`src/rtl/decode_stage.sv`:
```
// decode_stage: splits the fetched IR, reads the register file, tracks per-register busy bits and issues to execute.
// Optional macro DECODE_WB_BYPASS_EN: a same-cycle writeback clears the hazard and forwards I_WB_Data as the operand.
module decode_stage #(
    parameter int PC_WIDTH  = 16,
    parameter int IR_WIDTH  = 32,
    parameter int REG_WIDTH = 16,
    parameter int NUM_REGS  = 16
) (
    input  logic                 I_CLOCK,
    input  logic                 I_LOCK,
    input  logic [PC_WIDTH-1:0]  I_PC,
    input  logic [IR_WIDTH-1:0]  I_IR,
    input  logic                 I_FE_Valid,
    input  logic                 I_BranchAddrSelect,
    input  logic                 I_GPUStallSignal,
    input  logic                 I_WB_Valid,
    input  logic                 I_WB_RegWrEn,
    input  logic [3:0]           I_WB_DestIdx,
    input  logic [REG_WIDTH-1:0] I_WB_Data,
    output logic                 O_LOCK,
    output logic [PC_WIDTH-1:0]  O_PC,
    output logic [7:0]           O_Opcode,
    output logic [3:0]           O_DestIdx,
    output logic [REG_WIDTH-1:0] O_Src1Value,
    output logic [REG_WIDTH-1:0] O_Src2Value,
    output logic [REG_WIDTH-1:0] O_Imm,
    output logic                 O_DE_Valid,
    output logic                 O_DepStallSignal,
    output logic                 O_BranchStallSignal
);

    logic [REG_WIDTH-1:0] rf_reg [NUM_REGS];
    logic [NUM_REGS-1:0]  busy_reg;
    logic                 branch_pending_reg;

    logic [3:0] cls, rd_idx, rs1_idx, rs2_idx;
    logic       reads_rs1, reads_rs2, writes_rd, is_branch;
    logic       wb_en, dep_hazard, issue;
    logic [NUM_REGS-1:0]  wb_hit, busy_eff, busy_next;
    logic [REG_WIDTH-1:0] src1_val, src2_val;

    assign cls     = I_IR[31:28];
    assign rd_idx  = I_IR[23:20];
    assign rs1_idx = I_IR[19:16];
    assign rs2_idx = I_IR[11:8];

    always_comb begin
        reads_rs1 = 1'b0;
        reads_rs2 = 1'b0;
        writes_rd = 1'b0;
        is_branch = 1'b0;
        case (cls)
            4'd0: begin reads_rs1 = 1'b1; reads_rs2 = 1'b1; writes_rd = 1'b1; end
            4'd1: begin reads_rs1 = 1'b1; writes_rd = 1'b1; end
            4'd2: begin reads_rs1 = 1'b1; writes_rd = 1'b1; end
            4'd3: begin reads_rs1 = 1'b1; reads_rs2 = 1'b1; end
            4'd4: begin reads_rs1 = 1'b1; reads_rs2 = 1'b1; is_branch = 1'b1; end
            4'd5: begin reads_rs1 = 1'b1; writes_rd = 1'b1; is_branch = 1'b1; end
            default: ;
        endcase
    end

    assign wb_en = I_WB_Valid & I_WB_RegWrEn;

    // Per-register scoreboard: an issue setting a bit beats a writeback clearing it on the same edge.
    genvar gi;
    generate
        for (gi = 0; gi < NUM_REGS; gi++) begin : g_busy
            assign wb_hit[gi] = wb_en && (I_WB_DestIdx == 4'(gi));
`ifdef DECODE_WB_BYPASS_EN
            assign busy_eff[gi] = busy_reg[gi] & ~wb_hit[gi];
`else
            assign busy_eff[gi] = busy_reg[gi];
`endif
            assign busy_next[gi] = (issue && writes_rd && (rd_idx == 4'(gi))) ? 1'b1 :
                                   (wb_hit[gi] ? 1'b0 : busy_reg[gi]);
        end
    endgenerate

`ifdef DECODE_WB_BYPASS_EN
    assign src1_val = wb_hit[rs1_idx] ? I_WB_Data : rf_reg[rs1_idx];
    assign src2_val = wb_hit[rs2_idx] ? I_WB_Data : rf_reg[rs2_idx];
`else
    assign src1_val = rf_reg[rs1_idx];
    assign src2_val = rf_reg[rs2_idx];
`endif

    // Wrong-path instructions behind a pending branch are dropped, so they never raise a hazard.
    assign dep_hazard = I_FE_Valid & ~branch_pending_reg &
                        ((reads_rs1 & busy_eff[rs1_idx]) |
                         (reads_rs2 & busy_eff[rs2_idx]) |
                         (writes_rd & busy_eff[rd_idx]));

    assign O_DepStallSignal    = dep_hazard | I_GPUStallSignal;
    assign O_BranchStallSignal = branch_pending_reg | (I_FE_Valid & is_branch);
    assign issue               = I_FE_Valid & ~branch_pending_reg & ~O_DepStallSignal;

    always_ff @(negedge I_CLOCK) begin
        O_LOCK <= I_LOCK;
    end

    always_ff @(negedge I_CLOCK) begin
        if (!I_LOCK) begin
            for (int i = 0; i < NUM_REGS; i++) begin
                rf_reg[i] <= '0;
            end
        end else if (wb_en) begin
            rf_reg[I_WB_DestIdx] <= I_WB_Data;
        end
    end

    always_ff @(negedge I_CLOCK) begin
        if (!I_LOCK) begin
            busy_reg           <= '0;
            branch_pending_reg <= 1'b0;
        end else begin
            busy_reg <= busy_next;
            if (issue && is_branch) begin
                branch_pending_reg <= 1'b1;
            end else if (I_BranchAddrSelect) begin
                branch_pending_reg <= 1'b0;
            end
        end
    end

    always_ff @(negedge I_CLOCK) begin
        if (!I_LOCK) begin
            O_PC        <= '0;
            O_Opcode    <= 8'hFF;
            O_DestIdx   <= '0;
            O_Src1Value <= '0;
            O_Src2Value <= '0;
            O_Imm       <= '0;
            O_DE_Valid  <= 1'b0;
        end else if (!I_GPUStallSignal) begin
            if (issue) begin
                O_PC        <= I_PC;
                O_Opcode    <= I_IR[31:24];
                O_DestIdx   <= rd_idx;
                O_Src1Value <= src1_val;
                O_Src2Value <= src2_val;
                O_Imm       <= REG_WIDTH'(I_IR[15:0]);
                O_DE_Valid  <= 1'b1;
            end else begin
                O_DE_Valid  <= 1'b0;
            end
        end
    end

endmodule

```
`config.mk`:
```
export PLATFORM = sky130hd
export DESIGN_NAME = decode_stage
export DESIGN_NICKNAME = d
export VERILOG_FILES = /design/src/rtl/decode_stage.sv
export SDC_FILE = /design/constraint.sdc
export NUM_CORES = 1
export LEC_CHECK = 0
export CAP_MARGIN = 10
export CELL_PAD_IN_SITES_DETAIL_PLACEMENT = 0
export CELL_PAD_IN_SITES_GLOBAL_PLACEMENT = 2
export CORE_MARGIN = 2
export CORE_UTILIZATION = 42
export DETAILED_ROUTE_END_ITERATION = 12
export GPL_TIMING_DRIVEN = 1
export PLACE_DENSITY = 0.78
export SLEW_MARGIN = 30
export SYNTH_ARGS = -nofsm -noshare
export SYNTH_HDL_FRONTEND = slang
export SYNTH_SLANG_ARGS = --single-unit
```
`constraint.sdc`:
```
create_clock -name I_CLOCK -period 3.2 [get_ports I_CLOCK]
set_input_delay 0.32 -clock I_CLOCK [delete_from_list [all_inputs] [get_ports I_CLOCK]]
set_output_delay 0.32 -clock I_CLOCK [all_outputs]
set_load 0.02 [all_outputs]
```
# [Yosys cells after proc, flatten, opt, wreduce, memory -nomap -nowiden]
# Memory sizes are Yosys's and may differ from the RTL's. A register that Yosys moved wholly into a read port is not among the register bits.
# Index checks and enable logic that the tools add are counted.
[totals] inputBits=75 elab_cells=191 output_inout_bits=80 mem_count=1 ram_bits=256 register_bits=63
[classes] n_mux=52 n_bitwise=15 n_eq_ne=35 n_reduce_logical=62 magnitude_cmp=3
[memory_table] memory="rf_reg" words=16 word_bits=16 read_ports=2 rd_clocked_by_memory_dff=2 wr=16 line_no="32" source="logic [REG_WIDTH-1:0] rf_reg [NUM_REGS];"
[ops] op="$eq A4 B4 Y1 const B" n=16
[ops] op="$mux W1" n=47
[ops] op="$eq A4 B3 Y1 const B" n=10
[ops] op="$logic_and A1 B1 Y1" n=34
[ops] op="$reduce_bool A2 Y1" n=17
[ops] op="$eq A4 B2 Y1 const B" n=6
[ops] op="$mux W16" n=1
[ops] op="$reduce_or A16 Y1" n=1
[ops] op="$lt A4 B5 Y1 const B" n=3
[ops] op="$bmux W1 S4" n=3
[ops] op="$eq A4 B1 Y1 const B" n=3
[ops] op="$logic_not A4 Y1" n=3
[ops] op="$and A1 B1 Y1" n=8
[ops] op="$reduce_or A6 Y1" n=1
[ops] op="$mux W4" n=1
[ops] op="$or A1 B1 Y1" n=4
[ops] op="$reduce_or A4 Y1" n=1
[ops] op="$not A1 Y1" n=3
[ops] op="$reduce_or A3 Y1" n=1
[ops] op="$logic_not A1 Y1" n=2
[ops] op="$reduce_and A2 Y1" n=1
[ops] op="$reduce_or A2 Y1" n=1

# [Depth between registers and ports, before layout]
# Gate-level depths: netlist of the first run.
[depth] depth_word=13 mapped_depth=10 ltp_nobuf=6

==> flow_metrics.env, run 1 <==
export IMPL_ys_types=46
export IMPL_setup_viol=95
export IMPL_netlist_instances=1280
export IMPL_timing_final_ws_setup_ns=-1.04
export IMPL_async_flop_share_pct=0
export IMPL_synth_edf_count=256
export IMPL_cp_num_buf_inv=1
export IMPL_startpoint_type="flip-flop"
export IMPL_start_util_pct=42.6
export IMPL_yosys_area_top_type_share_pct=43.1
export IMPL_num_vias=13300
export IMPL_drt_wl_total_microns=56800
export IMPL_cts_sinks=351
export IMPL_reg2reg_to="O_Imm[13]$_SDFFE_NN0P_"
export IMPL_status="finished, violations left"
export IMPL_min_delay_start="O_PC[1]$_SDFFE_NN0P_"
export IMPL_ant_nets=0
export IMPL_synth_main_ff_cell="edfxtp_1"
export IMPL_ff2ff_setup_slack_ns=0.75
export IMPL_htree_num_levels=2
export IMPL_path_depth=7
export IMPL_cts_tree="built"
export IMPL_grt_max_degree=79
export IMPL_hpwl_microns=36000
export IMPL_rsz0062_at_grt="yes"
export IMPL_antenna_found_initial=0
export IMPL_viasPerCell=5.39
export IMPL_drive_above_1_share_pct=27.6
export IMPL_cpMaxStageDelayCell="mux4_2"
export IMPL_yosys_top_cells_area="edfxtp_1, mux4_2, dfxtp_1"
export IMPL_cap_violations=0
export IMPL_hold_viol=0
export IMPL_worstPathMaxFanout=3
export IMPL_path_class="reg2out"
export IMPL_setup_tns_ns=-24.48
export IMPL_antenna_cells=0
export IMPL_ir_worst_vdd_mv=0.343
export IMPL_hold_buffers=0
export IMPL_synth_seq_cells=351
export IMPL_crit_path_max_incr_delay_ns=0.48
export IMPL_end_kind="output port"
export IMPL_synth_avg_cell_area_sq_um=13.9
export IMPL_largest_register_ffs=256
export IMPL_worstPathRequired_ns=2.88
export IMPL_rr_worst_depth=9
export IMPL_grt_pass1_vias=14700
export IMPL_core_sq_um=41900
export IMPL_ys_seq_area_share_pct=53.7
export IMPL_grt_overflow_total=0
export IMPL_n_fill_cell=3430
export IMPL_grt_pass1_wl_microns=84600
export IMPL_worstMarginPinSlew_ns=0.506
export IMPL_worstSkewPairLatency_ns=0.64
export IMPL_port_buffers=154
export IMPL_ys_warn_count=0
export IMPL_path_cells="mux4_2 -> a2bb2oi_2 -> nand4_1 -> o211a_1 -> nand3_4 -> a31o_4 -> buf_6"
export IMPL_critical_path_arrival_ns=3.92
export IMPL_fin_nets=1982
export IMPL_violations="setup timing"
export IMPL_hp_class="reg2reg"
export IMPL_globalRouteTotalUtil_pct=26.0
export IMPL_die_w_microns=210
export IMPL_finalPower_uw=13600
export IMPL_slew_headroom_pct=66.1
export IMPL_power_density_nw_per_um2=556
export IMPL_drc=0
export IMPL_clk_pin_slew_worst_paths_ns=0.03
export IMPL_drv_slew=0
export IMPL_syn2layout_area_growth_pct=36.7
export IMPL_cts_buffer_depth=3
export IMPL_syn_area_sq_um=17900
export IMPL_finalClockSkew_ns=0.0342
export IMPL_die_area_sq_um=44200
export IMPL_synth_nets=1355
export IMPL_chipHeight_microns=210
export IMPL_drt_iter0_drc=1190
export IMPL_rr_startpoint="busy_eff[8]$_SDFFE_NN0P_"
export IMPL_rows=75
export IMPL_ioPinCount=155
export IMPL_crit_family="compound AO/OA/AOI/OAI gates"
export IMPL_wl_per_cell_microns=22.9
export IMPL_gp_congestion=0.846
export IMPL_placedCellCount=2035
export IMPL_ctsRootBufferMaster="clkbuf_16"
export IMPL_leakagePower_uw=0.0103
export IMPL_whs_endpoint="O_PC[1]$_SDFFE_NN0P_"
export IMPL_min_path_cells=2
export IMPL_first_pass_iters=5
export IMPL_synth_top_cell_by_area="edfxtp_1"
export IMPL_finalNonFillerCells=2475
export IMPL_cts_buffers=43
-- layout by cell type (no fill, tap or decap), drive strengths merged, types with 3 or more instances in the layout --
cell type / instances
and2: 257
nand3b: 9
dfxtp: 95
bufinv: 5
mux2i: 86
nor2b: 5
o31ai: 14
nor2: 27
clkdlybuf4s50: 60
nand2: 145
nand3: 29
edfxtp: 256
clkdlybuf4s15: 43
buf: 209
dlygate4sd2: 5
clkbuf: 69
o211ai: 15
inv: 375
a21oi: 3
nand4: 5
mux4: 162
o21ai: 24
clkinvlp: 7
-- per-layer routing --
metal | vias up | global-route usage, % | routed length (microns)
met1 | 6679 | 31.2 | 23000
met3 | 95 | 7.45 | 3760
met5 | - | 0 | 0
met2 | 512 | 43.7 | 28800
met4 | 0 | 11.4 | 1290
li1 | 6060 | - | -
-- cell usage after synthesis, drive strengths merged, types with 2 or more instances --
cell type  number
nand4b          2
nand3          29
nand2b          2
nand3b          9
nand2         145
mux4          162
o211ai         15
or2             2
a22oi           2
nor3b           2
buf            28
and4            2
nor2b           5
o31ai          14
nand4           5
and2          257
o32ai           2
a31o            2
nor2           27
o21ai          24
a21oi           3
mux2            2
inv             6
mux2i          86
dfxtp          95
edfxtp        256
a2bb2oi         2
clkbuf         84
-- power by group --
part | leakage [uW] | switching (uW) | total (uW) | internal (uW)
logic | 0.00454 | 816 | 1650 | 833
clock network | 0.00258 | 3180 | 6630 | 3450
registers | 0.00322 | 132 | 5300 | 5170
-- area by class of cell --
| type | instances | area, sq um | share of cell area [%] |
|---|---|---|---|
| clock inverter | 382 | 1620 | 6.66 |
| tap | 539 | 674 | 2.76 |
| inverter | 5 | 18.8 | 0.0769 |
| clock buffer | 43 | 1080 | 4.41 |
| timing repair buffer | 344 | 3480 | 14.3 |
| sequential | 351 | 9590 | 39.3 |
| multi-input combinational | 811 | 7930 | 32.5 |
-- tightest hold or removal path, delay by kind of cell (launching register included) --
kind	cells	cell delay, ns
mux	1	0.05
simple gates	1	0.06
flops	1	0.30
-- timing repair --
action,4_1_cts,5_1_grt
gates cloned,6,0
buffers inserted,10,6
pin swaps,8,6
endpoints found under the setup margin,174,129
gates resized for setup,249,62
-- stage by stage --
step	setup slack (ns)	util [%]	hold WS [ns]	area [sq um]
floorplan	-0.849	-	0.444	18100
global placement	-1.09	51.2	0.451	21500
detailed placement	-1.07	51.2	0.455	21500
CTS	-1.07	58.5	0.461	24500
global route	-1.11	58.2	0.480	24400
finish	-1.04	58.2	0.459	24400
-- how the worst max path moves through the flow --
stage                                    startpoint                            to  slack (ns)
after CTS                  busy_eff[8]$_SDFFE_NN0P_              O_DepStallSignal       -1.07
after floorplan                            I_IR[16]  O_Src1Value[10]$_SDFFE_NN0P_       -0.85
final                     busy_eff[13]$_SDFFE_NN0P_              O_DepStallSignal       -1.04
after global placement     busy_eff[8]$_SDFFE_NN0P_              O_DepStallSignal       -1.09
after global routing      busy_eff[15]$_SDFFE_NN0P_              O_DepStallSignal       -1.11
after detailed placement                   I_IR[21]   O_Src2Value[6]$_SDFFE_NN0P_       -1.07
-- cells by family after synthesis --
group           share of synthesized area [%]
flops                                    53.7
buf+inv                                  3.30
simple gates                             14.9
compound gates                           2.66
mux                                      25.4
(Power assumes the default switching activity.)
==> inputs of run 2 (changes only) <==
--- a/config.mk
+++ b/config.mk
@@ -12,7 +12,9 @@
 export CORE_UTILIZATION = 42
 export DETAILED_ROUTE_END_ITERATION = 12
 export GPL_TIMING_DRIVEN = 1
+export MAX_ROUTING_LAYER = met4
 export PLACE_DENSITY = 0.78
+export SETUP_SLACK_MARGIN = 0.2
 export SLEW_MARGIN = 30
 export SYNTH_ARGS = -nofsm -noshare
 export SYNTH_HDL_FRONTEND = slang
==> run 2 against run 1 <==
Effect of this change: the run still ends with setup timing left; largest power group unchanged; sequential share of layout area shrank 1.3 points; final area grew 4.5%; non-clock buffer count grew 31; via count grew 1.5%; largest cell class unchanged; critical path type unchanged; cell count grew 1.1%; core utilization grew 2.6 points; clock power shrank 3.9%; routed wire length grew 2.6%; sequential cell count is the same; count of clock-buffer cells in the layout grew 1.
==> flow_metrics.env, run 2 (same netlist as run 1, synthesis figures left out) <==
export IMPL_ant_nets=0
export IMPL_drt_iter0_drc=1128
export IMPL_grt_pass1_wl_microns=85400
export IMPL_htree_num_levels=2
export IMPL_worstPathMaxFanout=2
export IMPL_worstPathRequired_ns=2.88
export IMPL_ctsRootBufferMaster="clkbuf_16"
export IMPL_viasPerCell=5.41
export IMPL_wl_per_cell_microns=23.3
export IMPL_worstSkewPairLatency_ns=0.63
export IMPL_core_sq_um=41900
export IMPL_antenna_found_initial=3
export IMPL_globalRouteTotalUtil_pct=27.2
export IMPL_gp_congestion=0.839
export IMPL_ff2ff_setup_slack_ns=0.19
export IMPL_ir_worst_vdd_mv=0.338
export IMPL_end_kind="output port"
export IMPL_placedCellCount=2011
export IMPL_drt_wl_total_microns=58200
export IMPL_dp_slack_ns=-1.14
export IMPL_syn2layout_area_growth_pct=42.8
export IMPL_cts_sinks=351
export IMPL_slew_headroom_pct=46.3
export IMPL_setup_viol=95
export IMPL_finalClockSkew_ns=0.0269
export IMPL_grt_pass1_vias=14600
export IMPL_rr_startpoint="busy_eff[15]$_SDFFE_NN0P_"
export IMPL_path_class="reg2out"
export IMPL_drv_slew=0
export IMPL_clk_pin_slew_worst_paths_ns=0.04
export IMPL_die_area_sq_um=44200
export IMPL_critical_path_arrival_ns=3.92
export IMPL_power_density_nw_per_um2=531
export IMPL_rsz0062_at_grt="yes"
export IMPL_violations="setup timing"
export IMPL_finalNonFillerCells=2503
export IMPL_fin_nets=2014
export IMPL_crit_path_start="busy_eff[15]$_SDFFE_NN0P_"
export IMPL_final_area_sq_um=25500
export IMPL_startpoint_type="flip-flop"
export IMPL_hold_buffers=0
export IMPL_die_w_microns=210
export IMPL_port_buffers=154
export IMPL_num_vias=13500
export IMPL_worstMarginPinSlew_ns=0.803
export IMPL_hp_class="reg2reg"
export IMPL_first_pass_iters=5
export IMPL_cpMaxStageDelayCell="mux4_2"
export IMPL_hold_viol=0
export IMPL_path_cells="mux4_2 -> a2bb2oi_2 -> nand4_1 -> o211a_4 -> nand3_4 -> a31o_4 -> buf_6"
export IMPL_place_area_sq_um=21500
export IMPL_grt_max_degree=67
export IMPL_hpwl_microns=34500
export IMPL_timing_final_ws_setup_ns=-1.04
export IMPL_drive_above_1_share_pct=34.8
export IMPL_grt_overflow_total=0
export IMPL_min_delay_start="O_Src2Value[6]$_SDFFE_NN0P_"
export IMPL_layout_commonest_cell="inv_1"
export IMPL_cts_tree="built"
export IMPL_cts_buffers=43
export IMPL_start_util_pct=42.6
export IMPL_drc=0
export IMPL_cts_buffer_depth=3
export IMPL_chipHeight_microns=210
export IMPL_ioPinCount=155
export IMPL_status="finished, violations left"
export IMPL_cap_violations=0
export IMPL_largest_register_ffs=256
export IMPL_antenna_cells=0
export IMPL_crit_path_max_incr_delay_ns=0.48
export IMPL_rows=75
export IMPL_leakagePower_uw=0.0108
export IMPL_layout_common_cells="inv_1, and2_1, edfxtp_1"
[run 2: worst paths after layout]
path              cells after the start                     endpoint
hold reg to reg                       2  O_Src2Value[6]$_SDFFE_NN0P_
setup reg to reg                     19  O_Src1Value[0]$_SDFFE_NN0P_
setup / recovery                      7             O_DepStallSignal
hold / removal                        2  O_Src2Value[6]$_SDFFE_NN0P_
[run 2: per-layer routing]
layer	up-vias	global-route usage (%)	part of all wire, %
li1	6137	-	-
met1	6661	31.8	40
met2	599	43.3	50
met3	148	7.46	6.7
met4	0	14.4	3.4
met5	-	-	0
[run 2: stage by stage]
step                utilization (%)  total power, uW  hold WS, ns  setup TNS, ns
CTS                            59.5            13600        0.467         -68.83
global route                   60.8            14300        0.482         -75.77
detailed placement             51.2             7620        0.455        -300.08
finish                         60.8            13500        0.467         -69.94
floorplan                         -             6890        0.444         -70.80
global placement               51.2             7600        0.451        -289.58
[run 2: what timing repair did]
item,in CTS,in global routing
setup buffers,29,30
setup endpoints to repair,270,268
pin swaps,12,22
gates cloned,9,4
gates resized for setup,642,59
[run 2: where the power goes]
group / leakage, uW / switching (uW) / internal (uW) / total (uW)
Clock: 0.00255 / 3070 / 3310 / 6370
Sequential: 0.00324 / 144 / 5180 / 5320
Combinational: 0.00496 / 871 / 956 / 1830
Total: 0.0108 / 4080 / 9440 / 13500
[run 2: layout make-up]
type | count | area (sq um)
fillers | 3331 | 16500
clock buffers | 44 | 1100
clock inverters | 377 | 1530
inverters | 5 | 18.8
repair buffers | 375 | 4260
well taps | 539 | 674
flip-flops and latches | 351 | 9690
multi-input cells | 812 | 8220
[run 2: critical path, delay by kind of cell, from the launching register on]
| kind | cells | cell delay (ns) |
|---|---|---|
| AOI/OAI and AO/OA | 3 | 0.56 |
| and+or+nand+nor | 2 | 0.23 |
| DFF | 1 | 0.31 |
| muxes | 1 | 0.48 |
| buffers and inverters | 1 | 0.13 |
==> inputs of run 3 (changes only) <==
==> constraint.sdc (replaced) <==
create_clock -name I_CLOCK -period 4.8 [get_ports I_CLOCK]
set_input_delay 0.48 -clock I_CLOCK [delete_from_list [all_inputs] [get_ports I_CLOCK]]
set_output_delay 0.48 -clock I_CLOCK [all_outputs]
set_load 0.02 [all_outputs]
==> run 3 against run 2 <==
Effect of this change: the flow still finishes with violations (setup timing); via count decreased by 1.9%; sequential power is 34% lower; sequential cell count stayed put; routed wire length decreased by 3.6%; combinational power down 42%; worst setup slack better by 0.61 ns; clock skew fell by 0.00056 ns.
==> flow_metrics.env, run 3 (same netlist as run 1, synthesis figures left out) <==
export IMPL_drive_above_1_share_pct=21.0
export IMPL_worstPathRequired_ns=4.32
export IMPL_leakagePower_uw=0.00992
export IMPL_hpwl_microns=34700
export IMPL_rr_startpoint="busy_eff[8]$_SDFFE_NN0P_"
export IMPL_rsz0062_at_grt="yes"
export IMPL_cts_sinks=351
export IMPL_timing_final_ws_setup_ns=-0.429
export IMPL_ff2ff_setup_slack_ns=2.43
export IMPL_busiest_layer="met2"
export IMPL_cp_endpoint="O_DepStallSignal"
export IMPL_start_util_pct=42.6
export IMPL_ir_worst_vdd_mv=0.225
export IMPL_rows=75
export IMPL_ctsRootBufferMaster="clkbuf_16"
export IMPL_min_delay_start="O_Imm[3]$_SDFFE_NN0P_"
export IMPL_cts_tree="built"
export IMPL_cpMaxStageDelayCell="mux4_2"
export IMPL_num_vias=13300
export IMPL_power_density_nw_per_um2=387
export IMPL_drt_iter0_drc=1087
export IMPL_fin_nets=1920
export IMPL_gr_usage_met1_pct=31.4
export IMPL_antenna_found_initial=0
export IMPL_grt_pass1_vias=14500
export IMPL_gp_congestion=0.844
export IMPL_ant_nets=0
export IMPL_drt_wl_total_microns=56100
export IMPL_first_pass_iters=7
export IMPL_startpoint_type="flip-flop"
export IMPL_drc=0
export IMPL_crit_path_max_incr_delay_ns=0.47
export IMPL_cts_buffer_depth=3
export IMPL_worstSkewPairLatency_ns=0.63
export IMPL_hold_worst_slack_ns=0.461
export IMPL_violations="setup timing"
export IMPL_chipHeight_microns=210
export IMPL_port_buffers=154
export IMPL_cap_violations=0
export IMPL_slew_headroom_pct=43.6
export IMPL_hold_buffers=0
export IMPL_layout_commonest_cell="inv_1"
export IMPL_end_kind="output port"
export IMPL_status="finished, violations left"
export IMPL_rr_worst_depth=8
export IMPL_die_area_sq_um=44200
export IMPL_path_cells="mux4_2 -> a2bb2oi_1 -> nand4_1 -> o211a_1 -> nand3_4 -> a31o_4 -> buf_6"
export IMPL_antenna_cells=0
export IMPL_grt_max_degree=131
export IMPL_hold_viol=0
export IMPL_crit_path_start="busy_eff[15]$_SDFFE_NN0P_"
export IMPL_finalClockSkew_ns=0.0263
export IMPL_setup_viol=1
export IMPL_clk_pin_slew_worst_paths_ns=0.04
export IMPL_hp_class="reg2reg"
export IMPL_worstMarginPinSlew_ns=0.844
export IMPL_grt_pass1_wl_microns=84000
export IMPL_grt_overflow_total=0
export IMPL_min_path_cells=2
export IMPL_drv_slew=0
export IMPL_viasPerCell=5.50
export IMPL_critical_path_arrival_ns=4.75
export IMPL_largest_register_ffs=256
export IMPL_placedCellCount=1979
export IMPL_finalNonFillerCells=2416
export IMPL_worstPathMaxFanout=2
export IMPL_ioPinCount=155
export IMPL_layout_common_cells="inv_1, and2_1, edfxtp_1"
export IMPL_htree_num_levels=2
export IMPL_globalRouteTotalUtil_pct=26.6
export IMPL_syn2layout_area_growth_pct=33.5
export IMPL_reg2reg_to="O_Src1Value[12]$_SDFFE_NN0P_"
export IMPL_use_met2_pct=41.9
export IMPL_met3_usage_pct=7.30
export IMPL_die_w_microns=210
export IMPL_cts_buffers=42
export IMPL_path_class="reg2out"
export IMPL_wl_per_cell_microns=23.2
export IMPL_core_sq_um=41900
==> run 3: cell types whose count changed in the layout (fill, tap and decap cells not counted), moves of 8 or more <==
cell / delta
buf_6: -104
clkdlybuf4s50_1: +86
dfxtp_1: +79
dfxtp_2: -79
buf_4: -35
buf_12: -20
o21ai_4: -15
o21ai_2: +14
o31ai_1: +14
o31ai_4: -11
o21ai_0: +8
==> run 3: power breakdown <==
| group | switching [uW] | leakage [uW] | internal, uW | total, uW |
|---|---|---|---|---|
| combinational | 530 | 0.00407 | 532 | 1060 |
| sequential | 87.7 | 0.00322 | 3440 | 3530 |
| clock | 2100 | 0.00263 | 2540 | 4640 |
==> run 3: worst max-delay path: cells and delay by family, from the launching register on <==
family	cells	cell delay, ns
flops	1	0.32
buf+inv	1	0.13
compound gates	3	0.59
simple gates	2	0.22
mux	1	0.47
==> run 3: cell type report <==
cell class | count | area (sq um)
Clock buffer | 42 | 1050
Clock inverter | 385 | 1770
Fill cell | 3476 | 18100
Inverter | 5 | 18.8
Multi-Input combinational cell | 811 | 7770
Sequential cell | 351 | 9590
Tap cell | 539 | 674
Timing Repair Buffer | 283 | 2960
==> run 3: worst min-delay path by stage <==
stage                           endpoint  slack [ns]
2_1_floorplan  busy_eff[15]$_SDFFE_NN0P_        0.45
3_3_place_gp       O_Imm[7]$_SDFFE_NN0P_        0.45
3_5_place_dp       O_Imm[1]$_SDFFE_NN0P_        0.46
4_1_cts            O_Imm[3]$_SDFFE_NN0P_        0.46
5_1_grt           O_Imm[14]$_SDFFE_NN0P_        0.48
6_report           O_Imm[3]$_SDFFE_NN0P_        0.46
==> run 3: metrics by stage <==
stage,TNS (ns),cell area [sq um],utilization [%],setup WS (ns),total power [uW]
floorplan,-14.43,17900,-,-0.209,4580
global placement,-35.87,20800,49.7,-0.473,5020
detailed placement,-39.94,20800,49.7,-0.475,5040
CTS,-0.422,23800,56.7,-0.422,9340
global route,-0.497,23800,56.8,-0.497,9750
finish,-0.429,23800,56.8,-0.429,9230
==> run 3: routing by layer <==
metal	wire, microns	vias up
met5	0	-
met4	1570	0
met3	3980	118
met2	27700	613
met1	22900	6596
li1	-	5958
==> run 3: timing repair <==
| action | 4_1_cts | 5_1_grt |
|---|---|---|
| cloned | 2 | 1 |
| setup endpoints to repair | 55 | 51 |
| gates resized for setup | 14 | 9 |
| pin swaps | 4 | 4 |
| buffers inserted | 5 | 3 |
==> edit 1 (settings of run 1) <==
The parameter `REG_WIDTH` goes from 16 to 20.
--- a/src/rtl/decode_stage.sv
+++ b/src/rtl/decode_stage.sv
@@ -3,7 +3,7 @@
 module decode_stage #(
     parameter int PC_WIDTH  = 16,
     parameter int IR_WIDTH  = 32,
-    parameter int REG_WIDTH = 16,
+    parameter int REG_WIDTH = 20,
     parameter int NUM_REGS  = 16
 ) (
     input  logic                 I_CLOCK,
Interface: changed (resized I_WB_Data, O_Imm, O_Src1Value and O_Src2Value); port bits go from 155 to 171. The function was not compared with the original's and may differ.
==> edit 1 against run 1 <==
Sequential cell count is 72 higher; worst hold slack better by 0.0044 ns; design area is 20% higher; clock skew shrank 0.0017 ns; area after synthesis increased by 20%; first-iteration DRC count rose by 17%; largest cell class unchanged; non-clock buffer count up 27; core utilization is 0.22 points higher; worst setup slack better by 0.040 ns; sequential power up 21%; the flow still finishes with violations (negative setup slack); clock power increased by 20%; routed wire length is 29% higher; total power grew 21%.
==> edit 1: results (changes against run 1) <==
- Max VDD drop: 0.0003488 V (was 0.0003429 V)
- Failing checks: negative setup slack (unchanged)
- GR Util met2: 44.11% (was 43.69%)
- Outcome: complete, but fails checks (unchanged)
- Max reg flops: 320 (was 256)
- Crit path largest cell delay: 0.45 ns (was 0.48 ns)
- Routed vias: 16030 (was 13350)
- CTS Buffer Depth: 3 (unchanged)
- Switching pwr: 0.004907 W (was 0.004129 W)
- Top Usage Layer GRT: met2 (unchanged)
- Worst Setup SP: busy_eff[15]$_SDFFE_NN0P_ (was busy_eff[13]$_SDFFE_NN0P_)
- Final GP Congestion: 0.8709 (was 0.8460)
- Max layer used: met5 (was met4)
- Worst Skew: 0.03256 ns (was 0.03422 ns)
- Compound-Gate Fraction of Synth Area: 2.157% (was 2.656%)
- Final Worst Setup Slack: -0.9957 ns (was -1.036 ns)
- Lkg Pwr: 12.47 nW (was 10.33 nW)
- First-pass GRT wire length: 107.1 mm (was 84.60 mm)
- Hpwl dp: 45.85 mm (was 35.97 mm)
- Pre-antenna DRT Iters: 7 (was 5)
- Min-delay src: O_Imm[11]$_SDFFE_NN0P_ (was O_PC[1]$_SDFFE_NN0P_)
- Initial antenna violation count: 8 (was 0)
- Distinct cells, synth: 47 (was 46)
- Worst-path fanout max: 2 (was 3)
- Ys async rst share: 0% (unchanged)
- # setup viols final: 79 (was 95)
- Met3 usage: 10.40% (was 7.449%)
- GRT Total Usage: 27.91% (was 25.98%)
- Routed wl met2: 35.10 mm (was 28.75 mm)
- Top post-synthesis cells by area: edfxtp_1, mux4_2, dfxtp_1 (unchanged)
- Vias in the first global route: 17560 (was 14680)
- Met1 Track Usage GR: 34.16% (was 31.22%)
- Routed length on met3: 7.263 mm (was 3.755 mm)
- TritonCTS Buffers: 49 (was 43)
- Routed len/inst: 24.93 um (was 22.94 um)
- Layout cells sized above 1: 27.91% (was 27.58%)
- 1st-iter DRT viols: 1395 (was 1190)
- Clock Latency Late Sink: 0.65 ns
- Number of synthesized flops with an enable pin: 320 (was 256)
- Largest net degree at the start of global routing: 105 (was 79)
- Post-Place Worst Slack: -1.069 ns (was -1.074 ns)
- Cells on worst reg2reg path: 8 (was 9)
- Relative max-transition margin: 58.57% (was 66.13%)
- Mux cell area share after synthesis: 25.65% (was 25.40%)
- Commonest cells post-synth: and2_1, edfxtp_1, mux4_2 (unchanged)
- Wire length on met1: 28.51 mm (was 22.98 mm)
- Sequential share of the synthesized area: 54.37% (was 53.71%)
- Worst R2R Start: busy_eff[10]$_SDFFE_NN0P_ (was busy_eff[8]$_SDFFE_NN0P_)
- Port bufs: 166 (was 154)
- Nets@finish: 2298 (was 1982)
- Placed cell areas: 25680 sq um (was 21480 sq um)
- WP data arrival: 3.88 ns (was 3.92 ns)
## edit 1: changes by cell type in the layout (fill, tap and decap cells not counted), moves of 10 or more
cell / before / now
mux4_2: 162 / 202
edfxtp_1: 256 / 320
inv_1: 367 / 439
clkdlybuf4s15_1: 15 / 5
and2_1: 257 / 321
clkdlybuf4s15_2: 28 / 43
dfxtp_1: 92 / 102
buf_12: 47 / 73
buf_4: 134 / 119
nand2_1: 145 / 162
## edit 1: worst paths after layout
kind / slack [ns] / endpoint
setup / recovery: -1.0 / O_DepStallSignal
hold / removal: 0.46 / O_Imm[11]$_SDFFE_NN0P_
setup reg to reg: 0.78 / O_PC[4]$_SDFFE_NN0P_
hold reg to reg: 0.46 / O_Imm[11]$_SDFFE_NN0P_
## edit 1: repair_timing
action                     CTS  global route
cloned                       8             2
pin swaps                   11             8
hold buffers                 0             0
gates resized for setup    314            70
setup endpoints to repair  203           271
setup buffers               15             7
## edit 1: per-stage QoR
stage                     std cells  setup TNS, ns
after floorplan                1520         -84.71
after global placement         2393        -423.63
after detailed placement       2393        -435.21
after CTS                      2924         -12.55
after global routing           2928         -12.48
final                          2930         -9.767
## edit 1: power groups by stage
stage,Combinational [W],Sequential [W],Clock [W]
6_report,0.00204,0.00642,0.00795
5_1_grt,0.00214,0.00644,0.00879
4_1_cts,0.00205,0.00641,0.00816
3_5_place_dp,0.00197,0.00648,0.000787
3_3_place_gp,0.00196,0.00646,0.000787
2_1_floorplan,0.00103,0.00650,0.000787
## edit 1: final cells by class
cell class,count,area [sq um]
well taps,672,840.8
clock inverters,460,2019
multi-input cells,942,9468
clock buffers,49,1226
diodes,4,10.01
repair buffers,371,4080
inverters,9,38.79
fillers,4101,20920
flip-flops and latches,423,11670
==> edit 2 (settings of run 1) <==
Made on the original files. Build with the macro `DECODE_WB_BYPASS_EN` defined.
--- a/src/rtl/decode_stage.sv
+++ b/src/rtl/decode_stage.sv
@@ -1,5 +1,7 @@
 // decode_stage: splits the fetched IR, reads the register file, tracks per-register busy bits and issues to execute.
 // Optional macro DECODE_WB_BYPASS_EN: a same-cycle writeback clears the hazard and forwards I_WB_Data as the operand.
+`define DECODE_WB_BYPASS_EN
+
 module decode_stage #(
     parameter int PC_WIDTH  = 16,
     parameter int IR_WIDTH  = 32,
Behaviour: not the same (Yosys sat finds a counterexample within 4 cycles, from zero or initial values).
==> edit 2 against run 1 <==
The flow still finishes with violations (negative setup slack); worst setup slack worse by 0.17 ns; global-route usage is 3.5 points higher; area after synthesis is 2.1% higher; cell count is 6.6% higher; critical path depth is 1 higher; design area is 7.5% higher; total power is 2.8% higher; clock skew is 0.0074 ns lower; first-iteration DRC count is 14% higher; sequential power hardly changed; via count is 12% higher; sequential cell count stayed put; routed wire length is 15% higher.
==> edit 2: results (changes against run 1) <==
- First-pass GRT wire length: 96.01 mm (was 84.60 mm)
- Met1 Track Usage GR: 36.34% (was 31.22%)
- Largest net degree at the start of global routing: 85 (was 79)
- Layout Cells excl Fill: 2639 (was 2475)
- Relative max-transition margin: 69.69% (was 66.13%)
- Hpwl dp: 41.76 mm (was 35.97 mm)
- GR Util met2: 48.14% (was 43.69%)
- Pre-antenna DRT Iters: 6 (was 5)
- Outcome: complete, but fails checks (unchanged)
- Setup TNS: -54.26 ns (was -24.48 ns)
- Cells after Synth: 1362 (was 1280)
- CTS Buffer Depth: 3 (unchanged)
- # setup viols final: 95 (unchanged)
- Placed cell areas: 22530 sq um (was 21480 sq um)
- Final Worst Setup Slack: -1.201 ns (was -1.036 ns)
- Max layer used: met4 (unchanged)
- 1st-iter DRT viols: 1358 (was 1190)
- Vias in the first global route: 15770 (was 14680)
- Fin Hold WS: 0.4596 ns (was 0.4585 ns)
- Commonest cells post-synth: edfxtp_1, and2_1, mux4_2 (was and2_1, edfxtp_1, mux4_2)
- Reg clk slew, reported paths: 0.06 ns (was 0.03 ns)
- Nets@finish: 2098 (was 1982)
- Met3 usage: 8.434% (was 7.449%)
- Worst Skew: 0.02685 ns (was 0.03422 ns)
- GRT Total Usage: 29.49% (was 25.98%)
- Hold Crit Endpoint: O_PC[13]$_SDFFE_NN0P_ (was O_PC[1]$_SDFFE_NN0P_)
- Layout cells sized above 1: 30.43% (was 27.58%)
- Routed wl met2: 32.48 mm (was 28.75 mm)
- Post-Route WL: 65.45 mm (was 56.78 mm)
- Top post-synthesis cells by area: edfxtp_1, mux4_2, dfxtp_1 (unchanged)
- Max VDD drop: 0.0004121 V (was 0.0003429 V)
- Failing checks: negative setup slack (unchanged)
- Distinct cells, synth: 51 (was 46)
- Min-delay src: O_PC[13]$_SDFFE_NN0P_ (was O_PC[1]$_SDFFE_NN0P_)
- Wire length on met1: 25.87 mm (was 22.98 mm)
- Flop2flop setup slack: 0.60 ns (was 0.75 ns)
- Switching Share: 31.16% (was 30.40%)
- Post-Place Worst Slack: -1.519 ns (was -1.074 ns)
## edit 2: changes by cell type after synthesis, moves of 14 or more
cell      change
a211oi_1     +16
a311oi_1     +16
a31oi_1      +39
and2_1       -31
and3_1       +33
clkbuf_1     +21
mux2i_1      -33
nand2_1      -41
nand3_1      -25
nor3_1       +14
o21ai_0      +21
## edit 2: power groups by stage
stage | Sequential (W) | Clock, W | Combinational, W
2_1_floorplan | 0.00539 | 0.000654 | 0.000898
3_3_place_gp | 0.00533 | 0.000654 | 0.00184
3_5_place_dp | 0.00535 | 0.000654 | 0.00184
4_1_cts | 0.00529 | 0.00681 | 0.00200
5_1_grt | 0.00531 | 0.00731 | 0.00210
6_report | 0.00529 | 0.00664 | 0.00202
## edit 2: kinds of logic (layout without fill, tap and decap cells)
logic type	after synthesis	after routing	share of synthesized area (%)
simple gates	447	447	13.72
flops	351	351	52.59
mux	214	214	22.79
compound gates	193	193	7.198
buf+inv	149	841	3.321
xor+xnor	8	8	0.3843
## edit 2: worst register-to-register path, stage by stage (launching register included)
cell and delay (ns):
dfxtp_2 0.35, o21ai_4 0.07, mux4_2 0.48, a2111o_1 0.42, buf_6 0.14, buf_4 0.12
buf_6 0.11, o21ai_4 0.16, nor3_4 0.09, buf_12 0.15, buf_12 0.13, buf_16 0.13
mux2i_1 0.11
## edit 2: cell type report
cell class	instances	area, sq um
inverters	13	48.80
flip-flops and latches	351	9592
multi-input cells	862	8605
fillers	3498	16750
well taps	585	732.0
repair buffers	401	4551
clock inverters	384	1624
clock buffers	43	1076
## edit 2: what timing repair did
item,4_1_cts,5_1_grt
pin swaps,21,18
setup buffers,16,12
setup endpoints to repair,390,144
cloned,10,0
hold buffers,0,0
resized for setup,239,86
